===== src/rtl/drp_pkg.sv =====
`default_nettype none
// ============================================================================
// Module      : drp_pkg
// Description : Shared definitions for the PLL DRP reconfiguration master:
//               DRP bus widths, controller state encoding, the streamed
//               configuration-entry record and the read-modify-write merge.
// Revision    : 1.0 - initial release
// ============================================================================
package drp_pkg;

    localparam int DRP_ADDR_W = 7;
    localparam int DRP_DATA_W = 16;

    // Controller state encoding
    typedef logic [2:0] state_t;
    localparam state_t c_st_idle      = 3'd0;
    localparam state_t c_st_rst_hold  = 3'd1;
    localparam state_t c_st_fetch     = 3'd2;
    localparam state_t c_st_read      = 3'd3;
    localparam state_t c_st_wait_rd   = 3'd4;
    localparam state_t c_st_write     = 3'd5;
    localparam state_t c_st_wait_wr   = 3'd6;
    localparam state_t c_st_wait_lock = 3'd7;

    // One register update taken from the host stream
    typedef struct packed {
        logic [DRP_ADDR_W-1:0] addr;
        logic [DRP_DATA_W-1:0] mask;
        logic [DRP_DATA_W-1:0] data;
        logic                  last;
    } cfg_entry_t;

    // Mask bit 1 keeps the bit read back from the PLL, 0 takes the new bit.
    function automatic logic [DRP_DATA_W-1:0] rmw_merge(
        input logic [DRP_DATA_W-1:0] old_val,
        input logic [DRP_DATA_W-1:0] mask,
        input logic [DRP_DATA_W-1:0] new_val
    );
        return (old_val & mask) | (new_val & ~mask);
    endfunction

endpackage
`default_nettype wire


===== src/rtl/drp_txn.sv =====
`default_nettype none
// ============================================================================
// Module      : drp_txn
// Description : One DRP access: a single-cycle DEN strobe (read or write)
//               followed by a wait for DRDY with timeout. The wait counter is
//               owned by the caller and must read 0 on the first wait cycle.
// Ports       : clk/rst          - clock, synchronous active-high reset
//               i_start/i_we     - launch a read (we=0) or write (we=1)
//               i_addr/i_wdata   - access address and write data
//               i_count          - caller's cycle counter for the wait phase
//               o_den/o_dwe/o_daddr/o_di - DRP strobe side (registered)
//               i_do/i_drdy      - DRP response side
//               o_rd_data/o_ok/o_timeout - completion (valid in the wait cycle)
// Revision    : 1.0 - initial release
// ============================================================================
module drp_txn
    import drp_pkg::*;
#(
    parameter int DRDY_TIMEOUT = 64,
    parameter int CNT_W        = 8
) (
    input  logic                  clk,
    input  logic                  rst,
    input  logic                  i_start,
    input  logic                  i_we,
    input  logic [DRP_ADDR_W-1:0] i_addr,
    input  logic [DRP_DATA_W-1:0] i_wdata,
    input  logic [CNT_W-1:0]      i_count,
    output logic                  o_den,
    output logic                  o_dwe,
    output logic [DRP_ADDR_W-1:0] o_daddr,
    output logic [DRP_DATA_W-1:0] o_di,
    input  logic [DRP_DATA_W-1:0] i_do,
    input  logic                  i_drdy,
    output logic [DRP_DATA_W-1:0] o_rd_data,
    output logic                  o_ok,
    output logic                  o_timeout
);

    // The strobe cycle counts toward the timeout budget, so the wait phase
    // itself gets DRDY_TIMEOUT-1 cycles in which DRDY is sampled.
    localparam logic [CNT_W-1:0] c_wait_last = CNT_W'(DRDY_TIMEOUT - 2);

    logic                  r_den;
    logic                  r_dwe;
    logic                  r_pending;
    logic [DRP_ADDR_W-1:0] r_daddr;
    logic [DRP_DATA_W-1:0] r_di;
    logic                  w_waiting;

    // DRDY is only meaningful after the strobe cycle of an outstanding access.
    assign w_waiting = r_pending & ~r_den;
    assign o_ok      = w_waiting & i_drdy;
    assign o_timeout = w_waiting & ~i_drdy & (i_count == c_wait_last);
    assign o_rd_data = i_do;

    assign o_den   = r_den;
    assign o_dwe   = r_dwe;
    assign o_daddr = r_daddr;
    assign o_di    = r_di;

    always_ff @(posedge clk) begin
        if (rst) begin
            r_den     <= 1'b0;
            r_dwe     <= 1'b0;
            r_pending <= 1'b0;
            r_daddr   <= '0;
            r_di      <= '0;
        end else begin
            r_den <= 1'b0;
            r_dwe <= 1'b0;
            if (i_start) begin
                r_den     <= 1'b1;
                r_dwe     <= i_we;
                r_daddr   <= i_addr;
                r_pending <= 1'b1;
                if (i_we) begin
                    r_di <= i_wdata;
                end
            end else if (o_ok || o_timeout) begin
                r_pending <= 1'b0;
            end
        end
    end

endmodule
`default_nettype wire


===== src/rtl/pll_drp_reconfig.sv =====
`default_nettype none
// ============================================================================
// Module      : pll_drp_reconfig
// Description : DRP master that holds a PLL in reset, applies a streamed list
//               of read-modify-write register updates, releases the PLL and
//               waits for LOCKED before pulsing done.
// Ports       : DCLK/RST              - clock, synchronous active-high reset
//               start/busy/done/error - host control and status
//               cfg_*                 - configuration entry stream (valid/ready)
//               DADDR/DEN/DWE/DI/DO/DRDY - dynamic reconfiguration port
//               PLL_RST/LOCKED        - PLL reset and lock indication
// Revision    : 1.0 - initial release
// ============================================================================
module pll_drp_reconfig
    import drp_pkg::*;
#(
    parameter int RST_HOLD_CYCLES = 4,
    parameter int DRDY_TIMEOUT    = 64,
    parameter int LOCK_TIMEOUT    = 65535
) (
    input  logic                  DCLK,
    input  logic                  RST,
    input  logic                  start,
    output logic                  busy,
    output logic                  done,
    output logic                  error,
    input  logic                  cfg_valid,
    output logic                  cfg_ready,
    input  logic [DRP_ADDR_W-1:0] cfg_addr,
    input  logic [DRP_DATA_W-1:0] cfg_mask,
    input  logic [DRP_DATA_W-1:0] cfg_data,
    input  logic                  cfg_last,
    output logic [DRP_ADDR_W-1:0] DADDR,
    output logic                  DEN,
    output logic                  DWE,
    output logic [DRP_DATA_W-1:0] DI,
    input  logic [DRP_DATA_W-1:0] DO,
    input  logic                  DRDY,
    output logic                  PLL_RST,
    input  logic                  LOCKED
);

    // One counter serves reset hold, DRDY waits and the lock wait.
    localparam int c_max_a   = (DRDY_TIMEOUT > LOCK_TIMEOUT) ? DRDY_TIMEOUT : LOCK_TIMEOUT;
    localparam int c_max_cnt = (c_max_a > RST_HOLD_CYCLES) ? c_max_a : RST_HOLD_CYCLES;
    localparam int c_cnt_w   = $clog2(c_max_cnt) + 1;
    localparam logic [c_cnt_w-1:0] c_hold_last = c_cnt_w'(RST_HOLD_CYCLES - 1);
    localparam logic [c_cnt_w-1:0] c_lock_last = c_cnt_w'(LOCK_TIMEOUT - 1);

    state_t               r_state;
    logic [c_cnt_w-1:0]   r_cnt;
    logic                 r_busy;
    logic                 r_done;
    logic                 r_error;
    logic                 r_pll_rst;
    logic                 r_cfg_ready;
    cfg_entry_t           r_entry;

    logic                  w_txn_start;
    logic                  w_txn_we;
    logic [DRP_ADDR_W-1:0] w_txn_addr;
    logic [DRP_DATA_W-1:0] w_txn_wdata;
    logic [DRP_DATA_W-1:0] w_rd_data;
    logic                  w_txn_ok;
    logic                  w_txn_timeout;

    drp_txn #(
        .DRDY_TIMEOUT (DRDY_TIMEOUT),
        .CNT_W        (c_cnt_w)
    ) u_txn (
        .clk       (DCLK),
        .rst       (RST),
        .i_start   (w_txn_start),
        .i_we      (w_txn_we),
        .i_addr    (w_txn_addr),
        .i_wdata   (w_txn_wdata),
        .i_count   (r_cnt),
        .o_den     (DEN),
        .o_dwe     (DWE),
        .o_daddr   (DADDR),
        .o_di      (DI),
        .i_do      (DO),
        .i_drdy    (DRDY),
        .o_rd_data (w_rd_data),
        .o_ok      (w_txn_ok),
        .o_timeout (w_txn_timeout)
    );

    // Strobes are launched on the same edge that enters READ/WRITE so DEN is
    // high exactly during those states. The write data is merged straight
    // from the DO word presented with DRDY.
    always_comb begin
        w_txn_start = 1'b0;
        w_txn_we    = 1'b0;
        w_txn_addr  = r_entry.addr;
        w_txn_wdata = rmw_merge(w_rd_data, r_entry.mask, r_entry.data);
        case (r_state)
            c_st_fetch: begin
                if (cfg_valid && r_cfg_ready) begin
                    w_txn_start = 1'b1;
                    w_txn_addr  = cfg_addr;
                end
            end
            c_st_wait_rd: begin
                if (w_txn_ok) begin
                    w_txn_start = 1'b1;
                    w_txn_we    = 1'b1;
                end
            end
            default: ;
        endcase
    end

    always_ff @(posedge DCLK) begin
        if (RST) begin
            r_state     <= c_st_idle;
            r_cnt       <= '0;
            r_busy      <= 1'b0;
            r_done      <= 1'b0;
            r_error     <= 1'b0;
            r_pll_rst   <= 1'b0;
            r_cfg_ready <= 1'b0;
            r_entry     <= '0;
        end else begin
            r_done <= 1'b0;
            r_cnt  <= r_cnt + 1'b1;
            case (r_state)
                c_st_idle: begin
                    if (start) begin
                        r_busy    <= 1'b1;
                        r_error   <= 1'b0;
                        r_pll_rst <= 1'b1;
                        r_cnt     <= '0;
                        r_state   <= c_st_rst_hold;
                    end
                end
                c_st_rst_hold: begin
                    if (r_cnt == c_hold_last) begin
                        r_cfg_ready <= 1'b1;
                        r_cnt       <= '0;
                        r_state     <= c_st_fetch;
                    end
                end
                c_st_fetch: begin
                    if (cfg_valid && r_cfg_ready) begin
                        r_entry     <= '{addr: cfg_addr, mask: cfg_mask,
                                         data: cfg_data, last: cfg_last};
                        r_cfg_ready <= 1'b0;
                        r_cnt       <= '0;
                        r_state     <= c_st_read;
                    end
                end
                c_st_read: begin
                    r_cnt   <= '0;
                    r_state <= c_st_wait_rd;
                end
                c_st_wait_rd: begin
                    if (w_txn_ok) begin
                        r_cnt   <= '0;
                        r_state <= c_st_write;
                    end else if (w_txn_timeout) begin
                        r_error   <= 1'b1;
                        r_pll_rst <= 1'b0;
                        r_busy    <= 1'b0;
                        r_cnt     <= '0;
                        r_state   <= c_st_idle;
                    end
                end
                c_st_write: begin
                    r_cnt   <= '0;
                    r_state <= c_st_wait_wr;
                end
                c_st_wait_wr: begin
                    if (w_txn_ok) begin
                        r_cnt <= '0;
                        if (r_entry.last) begin
                            r_pll_rst <= 1'b0;
                            r_state   <= c_st_wait_lock;
                        end else begin
                            r_cfg_ready <= 1'b1;
                            r_state     <= c_st_fetch;
                        end
                    end else if (w_txn_timeout) begin
                        r_error   <= 1'b1;
                        r_pll_rst <= 1'b0;
                        r_busy    <= 1'b0;
                        r_cnt     <= '0;
                        r_state   <= c_st_idle;
                    end
                end
                c_st_wait_lock: begin
                    if (LOCKED) begin
                        r_done  <= 1'b1;
                        r_busy  <= 1'b0;
                        r_cnt   <= '0;
                        r_state <= c_st_idle;
                    end else if (r_cnt == c_lock_last) begin
                        r_error <= 1'b1;
                        r_busy  <= 1'b0;
                        r_cnt   <= '0;
                        r_state <= c_st_idle;
                    end
                end
                default: begin
                    r_state <= c_st_idle;
                end
            endcase
        end
    end

    assign busy      = r_busy;
    assign done      = r_done;
    assign error     = r_error;
    assign PLL_RST   = r_pll_rst;
    assign cfg_ready = r_cfg_ready;

endmodule
`default_nettype wire


===== config.mk =====
export PLATFORM = sky130hd
export DESIGN_NAME = pll_drp_reconfig
export DESIGN_NICKNAME = d
export VERILOG_FILES = /design/src/rtl/drp_pkg.sv /design/src/rtl/drp_txn.sv /design/src/rtl/pll_drp_reconfig.sv
export SDC_FILE = /design/constraint.sdc
export NUM_CORES = 1
export LEC_CHECK = 0
export CORE_MARGIN = 2
export CORE_UTILIZATION = 44
export DETAILED_ROUTE_END_ITERATION = 10
export PLACE_DENSITY = 0.84
export SETUP_SLACK_MARGIN = 0.05
export SYNTH_ARGS = -nofsm -noshare
export SYNTH_HDL_FRONTEND = slang
export SYNTH_SLANG_ARGS = --single-unit

===== constraint.sdc =====
create_clock -name DCLK -period 1.98 [get_ports DCLK]
set_clock_uncertainty 0.1 [all_clocks]
set_input_delay 0.297 -clock DCLK [delete_from_list [all_inputs] [get_ports DCLK]]
set_output_delay 0.297 -clock DCLK [all_outputs]
set_load 0.03 [all_outputs]

; ---- Word-level counts from Yosys, hierarchy flattened
; Index checks and enable logic that the tools add are counted.
[word_totals]
reg_bits = 91
in_bits = 62
output_inout_bits = 30
wordCells = 119
[classes]
add_sub_neg = 1
eq_ne = 22
mux = 50
bitwise_logic = 12
n_reduce_logical = 18
[op_table]
columns = operator, n
row1 = 17-bit two-way mux, 7
row2 = 17-bit one-hot mux with 6 select lines, 1
row3 = 16-bit AND, 2
row4 = 3-bit two-way mux, 9
row5 = 1-bit two-way mux, 25
row6 = 3-bit one-hot mux with 8 select lines, 1
row7 = 17-bit by 1-bit adder with 17-bit output (second input constant), 1
row8 = 17-bit by 16-bit == test with 1-bit output (second input constant), 1
row9 = 17-bit by 2-bit == test with 1-bit output (second input constant), 1
row10 = 17-bit by 6-bit == test with 1-bit output (second input constant), 1
row11 = 2-bit != test (second input constant), 8
row12 = 16-bit NOT, 1
row13 = 16-bit OR, 1
row14 = 7-bit two-way mux, 2
row15 = 3-bit == test (second input constant), 4
row16 = 1-bit one-hot mux with 3 select lines, 4
row17 = 5-bit AND reduction, 2
row18 = 3-bit nonzero test, 3
row19 = 4-bit AND reduction, 2
row20 = 2-bit OR reduction, 4
row21 = 3-bit by 2-bit == test with 1-bit output (second input constant), 2
row22 = 3-bit != test (second input constant), 2
row23 = 6-bit AND reduction, 1
row24 = 1-bit AND, 4
row25 = other kinds (9), 14

; ---- Longest topological paths before layout
[logic_depth]
ltp_word = 7
mapped_depth = 8

; ---- Modules after synthesis
; Synthesis repeated with hierarchy kept, for this count alone.
[unflattened]
cells_unflattened = 471
area_unflattened_um2 = 3945.0
[modules_own_cells]
columns = module, n_inst, cells_per_inst, area_per_inst_um2, seq_area_each_um2
row1 = pll_drp_reconfig, 1, 345, 2845.2, 1301.2
row2 = drp_txn, 1, 126, 1099.8, 520.5

; ---- Worst setup path after synthesis
; No wires, ideal clock.
[synth_timing]
path_type = reg-to-reg
from = reg r_cfg_ready (netlist: cfg_ready)
to = reg r_cnt[14]
t_arrival_ns = 1.824
path_slack_ns = -0.059
path_stages_with_launch = 7
synth_period_minus_slack_ns = 2.039
path_cell_list = dfxtp_1 -> and2_1 -> o211ai_1 -> o22a_1 -> o41ai_4 -> buf_6 -> nor2_1
[synth_via]
elab_chain_len = 3
[synth_rtl]
columns = element, line_no
row1 = from (decl), pll_drp_reconfig.sv:56  ; logic r_cfg_ready;
row2 = from (signal assigned), pll_drp_reconfig.sv:122  ; r_cfg_ready <= 1'b0;
row3 = from (signal assigned), pll_drp_reconfig.sv:139  ; r_cfg_ready <= 1'b1;
row4 = from (signal assigned), pll_drp_reconfig.sv:148  ; r_cfg_ready <= 1'b0;
row5 = 1-bit logical AND, pll_drp_reconfig.sv:145  ; if (cfg_valid && r_cfg_ready) begin
row6 = 17-bit two-way mux, pll_drp_reconfig.sv:145
row7 = 17-bit one-hot mux with 6 select lines, pll_drp_reconfig.sv:127  ; case (r_state)
row8 = to (signal assigned), pll_drp_reconfig.sv:126  ; r_cnt <= r_cnt + 1'b1;
row9 = to (decl), pll_drp_reconfig.sv:51  ; logic [c_cnt_w-1:0] r_cnt;
; Every way passes these cells.
; A chain may end at the register's enable or synchronous reset.

; ---- Final worst setup path
[layout_timing]
from = reg r_cnt[8]
to = reg r_cnt[15]
[layout_via]
elab_chain_len = 5
word_cells_on_any_way = 13
cone_classes = add/sub (1) / eq/ne (3) / mux (8) / bitwise (1)
[layout_rtl]
columns = element, line_no
row1 = branches (longest 4 deep; another with 17-bit by 1-bit adder with 17-bit output), --
row2 = 17-bit one-hot mux with 6 select lines *, pll_drp_reconfig.sv:127
; Every way passes the cells marked *.

==> results by stage <==
Critical path:
- STA classifies the critical path endpoint as a register.
- The critical-path maximum fanout is 8.
- For the worst setup path, the data required time is 2.12 ns.
- The classification of the worst setup path is reg2reg.
- The worst setup path is launched from a register.
- For the worst setup path, the data arrival time is 2.13 ns.
- The start of the worst register-to-register path is r_cnt[8].
- The endpoint identified for the worst register-to-register timing path is r_cnt[15].
- The number of cells on the worst reg-to-reg path is 7.
- The setup check on the worst reg-to-reg path leaves a slack of -0.02 ns.
- The beginning of the critical path is r_cnt[8].

Finish:
- 0 antenna diodes ended up in the layout.
- The synthesis-to-layout area growth is 39.4%.
- The finished layout cell area is 5290 um2.
- The fraction of final layout cells sized beyond drive strength 1 is 13.1%.
- The number of nets in the final layout is 618.

Logic synthesis:
- The instance count of the mapped netlist is 452.
- By area the synthesized netlist is led by sky130_fd_sc_hd__dfxtp_1, sky130_fd_sc_hd__nand2_1, sky130_fd_sc_hd__a21oi_1, sky130_fd_sc_hd__nor2_1, sky130_fd_sc_hd__mux2i_1.
- The post-synthesis register bit count is 91.
- The leading register cell type out of synthesis is sky130_fd_sc_hd__dfxtp_1.
- The synthesized area per cell is 8.40 um2.
- In this run the cell area of the synthesized design comes to 3790 um2.
- Of the post-synthesis cell area, the dominant cell type holds 48.0%.
- The commonest cells after synthesis are sky130_fd_sc_hd__nand2_1, sky130_fd_sc_hd__dfxtp_1, sky130_fd_sc_hd__nor2_1.
- Counting every net in the synthesized netlist gives 516.
- The proportion of register bits with asynchronous set or reset after synthesis is 0%.
- Yosys mapped a number of flops with a built-in enable equal to 0.
- Yosys printed 0 warnings.
- The most repeated cell in the gate-level netlist after synthesis is sky130_fd_sc_hd__nand2_1.
- The cell taking the most area after synthesis is sky130_fd_sc_hd__dfxtp_1.
- The distinct cell type count after synthesis is 44.
- The part of the Yosys area used for sequential elements is 48.0%.

Min path:
- The cell count of the worst hold path is 2.
- The path class of the lowest-slack min-delay path is in2reg.
- In this run the most critical hold path is launched from RST.
- The worst-case hold path end point is u_txn.r_pending.

Clock network:
- The total number of H-tree levels is 3.
- For this design, the sink count on the clock tree is 91.
- The TritonCTS clock tree is done.
- Buffers inserted during clock tree synthesis total 9.
- In this run the clock root is driven by a sky130_fd_sc_hd__clkbuf_8.
- Clock-pin slew was measured on the worst setup and hold paths at 0.09 ns.
- The maximum number of buffers from clock root to sink is 2.
- For the worst-skew pair, the clock arrives at the later sink with an insertion delay of 0.34 ns.

GRT:
- Summed over all layers, the global routing overflow is 0.
- The first global-routing pass estimated 15,500 um of wire.
- The total track usage is 19.9%.
- Entering global routing, the biggest net connects 65 pins.
- The number of antenna violations at the first check in global routing is 0.
- The number of global-route vias before repair came to 3,382.
- The met2 layer usage reported by global route is 33.3%.
- For met3 alone, demand over resource in global routing was 4.26%.
- The busiest layer in global routing is met2.
- The global-route track usage on met1 is 24.2%.

Floorplan:
- The area of the core is 8300 um2.
- The die area is 9380 um2.
- The die extent in x is 96.9 um.
- From bottom edge to top edge, the die measures 96.9 um.
- The total I/O pin count is 92.
- The floorplan has 33 rows.
- The effective utilization at floorplan is 45.7%.

Timing:
- The share of the clock period used by the worst path is 101%.
- The max-slew headroom at the worst pin is 53.2%.
- The number of failing hold endpoints at the final stage was 0.
- For this run, the top clock speed supported by timing is 500 MHz.
- At the pin with the least slew margin, the transition time is 0.695 ns.
- The count of pins over their slew limit is 0.
- Setup repair after global routing could not meet its margin everywhere.
- The worst setup slack after layout is -0.0193 ns.
- Counting I/O delays and the setup requirement, the final critical path takes 2.00 ns.
- The final-report setup violation count is 9.

Drt:
- The number of nets still failing antenna checks after routing is 0.
- The final route contains 3,519 vias.
- Dividing the detail-routed wire length by the instance count gives 14.4 um.
- For this block, the initial DRC count from the detailed router was 110.
- The final routed wirelength across all metal layers is 9570 um.
- After detailed routing, the number of vias per cell comes to 5.31.
- The count of TritonRoute iterations in the first routing pass is 4.
- For this run, design rule violations remaining after detail routing come to 0.

Placed design:
- In this run the cell area measured after placement is 4990 um2.
- The weighted congestion at the end of routability-driven global placement is 0.880.
- The port buffer count is 91.
- The HPWL reported at the end of detailed placement is 6580 um.
- The setup slack after placement is -0.151 ns.

Power and ir drop:
- After layout, the design draws a total of 0.00439 W.
- Summed over all cells, the static leakage comes to 1.78 nW.
- The cell area power density is 830 nW/um2.
- Across the VDD grid, the largest voltage drop is 0.491 mV.

Run:
- Max-cap violations in this run came to 0.

Run status:
- The checks that failed: negative setup slack.
- The flow ran to the end, but the final reports show violations.
## worst max-delay path, cell delays in order (launching register included)
cell                        delay [ns]
sky130_fd_sc_hd__dfxtp_4          0.37
sky130_fd_sc_hd__nor4_4           0.34
sky130_fd_sc_hd__nand4b_1         0.16
sky130_fd_sc_hd__o22a_1           0.25
sky130_fd_sc_hd__o41ai_4          0.29
sky130_fd_sc_hd__buf_4            0.19
sky130_fd_sc_hd__clkbuf_16        0.15
sky130_fd_sc_hd__nor2_1           0.04
## worst max path at each step
stage,cells past startpoint,to,slack (ns)
finish,7,r_cnt[15],-0.02
global route,7,r_cnt[15],-0.09
CTS,6,r_cnt[7],0.06
detailed placement,7,r_cnt[6],-0.15
global placement,7,r_cnt[4],-0.12
floorplan,6,r_cnt[8],-0.007
## registers in the layout (all words and copies together), names as in the netlist
signal,count
u_txn.o_den,1
error,1
cfg_ready,1
u_txn.o_dwe,1
busy,1
r_cnt,17
done,1
u_txn.o_di,16
r_state,3
PLL_RST,1
u_txn.o_daddr,7
r_entry,40
u_txn.r_pending,1
## cell usage in the layout (no fill, tap or decap), types with 3 or more instances in the layout
master / instances
sky130_fd_sc_hd__nand2_1: 102
sky130_fd_sc_hd__clkdlybuf4s50_1: 90
sky130_fd_sc_hd__dfxtp_1: 82
sky130_fd_sc_hd__nor2_1: 50
sky130_fd_sc_hd__a21oi_1: 49
sky130_fd_sc_hd__buf_4: 23
sky130_fd_sc_hd__mux2i_1: 16
sky130_fd_sc_hd__a211oi_1: 16
sky130_fd_sc_hd__nand3_1: 10
sky130_fd_sc_hd__xor2_1: 10
sky130_fd_sc_hd__clkbuf_8: 9
sky130_fd_sc_hd__a311oi_1: 8
sky130_fd_sc_hd__xnor2_1: 7
sky130_fd_sc_hd__buf_12: 5
sky130_fd_sc_hd__dfxtp_2: 5
sky130_fd_sc_hd__nor3b_1: 4
sky130_fd_sc_hd__nand4_1: 4
sky130_fd_sc_hd__o21ai_0: 4
sky130_fd_sc_hd__dfxtp_4: 4
sky130_fd_sc_hd__and2_1: 3
sky130_fd_sc_hd__and3_1: 3
sky130_fd_sc_hd__inv_1: 3
sky130_fd_sc_hd__nor3_1: 3
## power by group
| group | total [W] | internal (W) | switching (W) |
|---|---|---|---|
| clock network | 0.00124 | 0.000591 | 0.000650 |
| logic | 0.00116 | 0.000577 | 0.000585 |
| registers | 0.00199 | 0.00193 | 0.0000594 |
| total | 0.00439 | 0.00309 | 0.00130 |
## through the flow
| step | utilization, % | hold slack [ns] | instances | TNS [ns] |
|---|---|---|---|---|
| floorplan | - | 0.331 | 452 | -0.0460 |
| global placement | 60.2 | 0.342 | 643 | -1.96 |
| detailed placement | 60.2 | 0.347 | 643 | -2.59 |
| CTS | 62.9 | 0.163 | 658 | 0 |
| global route | 63.7 | 0.164 | 663 | -1.12 |
| finish | 63.7 | 0.178 | 663 | -0.106 |
## kinds of logic (layout without fill, tap and decap cells)
logic type / Yosys count / after routing / synth area share, %
adder cells (fa/ha/maj): 2 / 2 / 0.659
XOR/XNOR: 17 / 17 / 3.92
buffers and inverters: 33 / 139 / 3.53
flip-flops: 91 / 91 / 48.0
multiplexers: 16 / 16 / 4.22
AND/OR/NAND/NOR: 201 / 201 / 23.8
AO/OA/AOI/OAI: 92 / 92 / 15.9
## timing repair
action,in CTS,in global routing
gates cloned,0,1
setup buffers,0,4
pin swaps,1,6
gates resized for setup,3,7
endpoints found under the setup margin,17,22
hold buffers,0,0
## routing by layer
metal | routed length [um] | vias up
li1 | - | 1757
met1 | 4100 | 1641
met2 | 4760 | 97
met3 | 392 | 24
met4 | 325 | 0
met5 | 0 | -
## layout make-up
type                            count  area (um2)
Fill cell                         678        3010
Multi-Input combinational cell    328        1890
Sequential cell                    91        1840
Timing Repair Buffer              120        1200
Tap cell                          105         131
Clock buffer                        9         124
Clock inverter                      6        78.8
Inverter                            4        15.0
(Power assumes the default switching activity.)
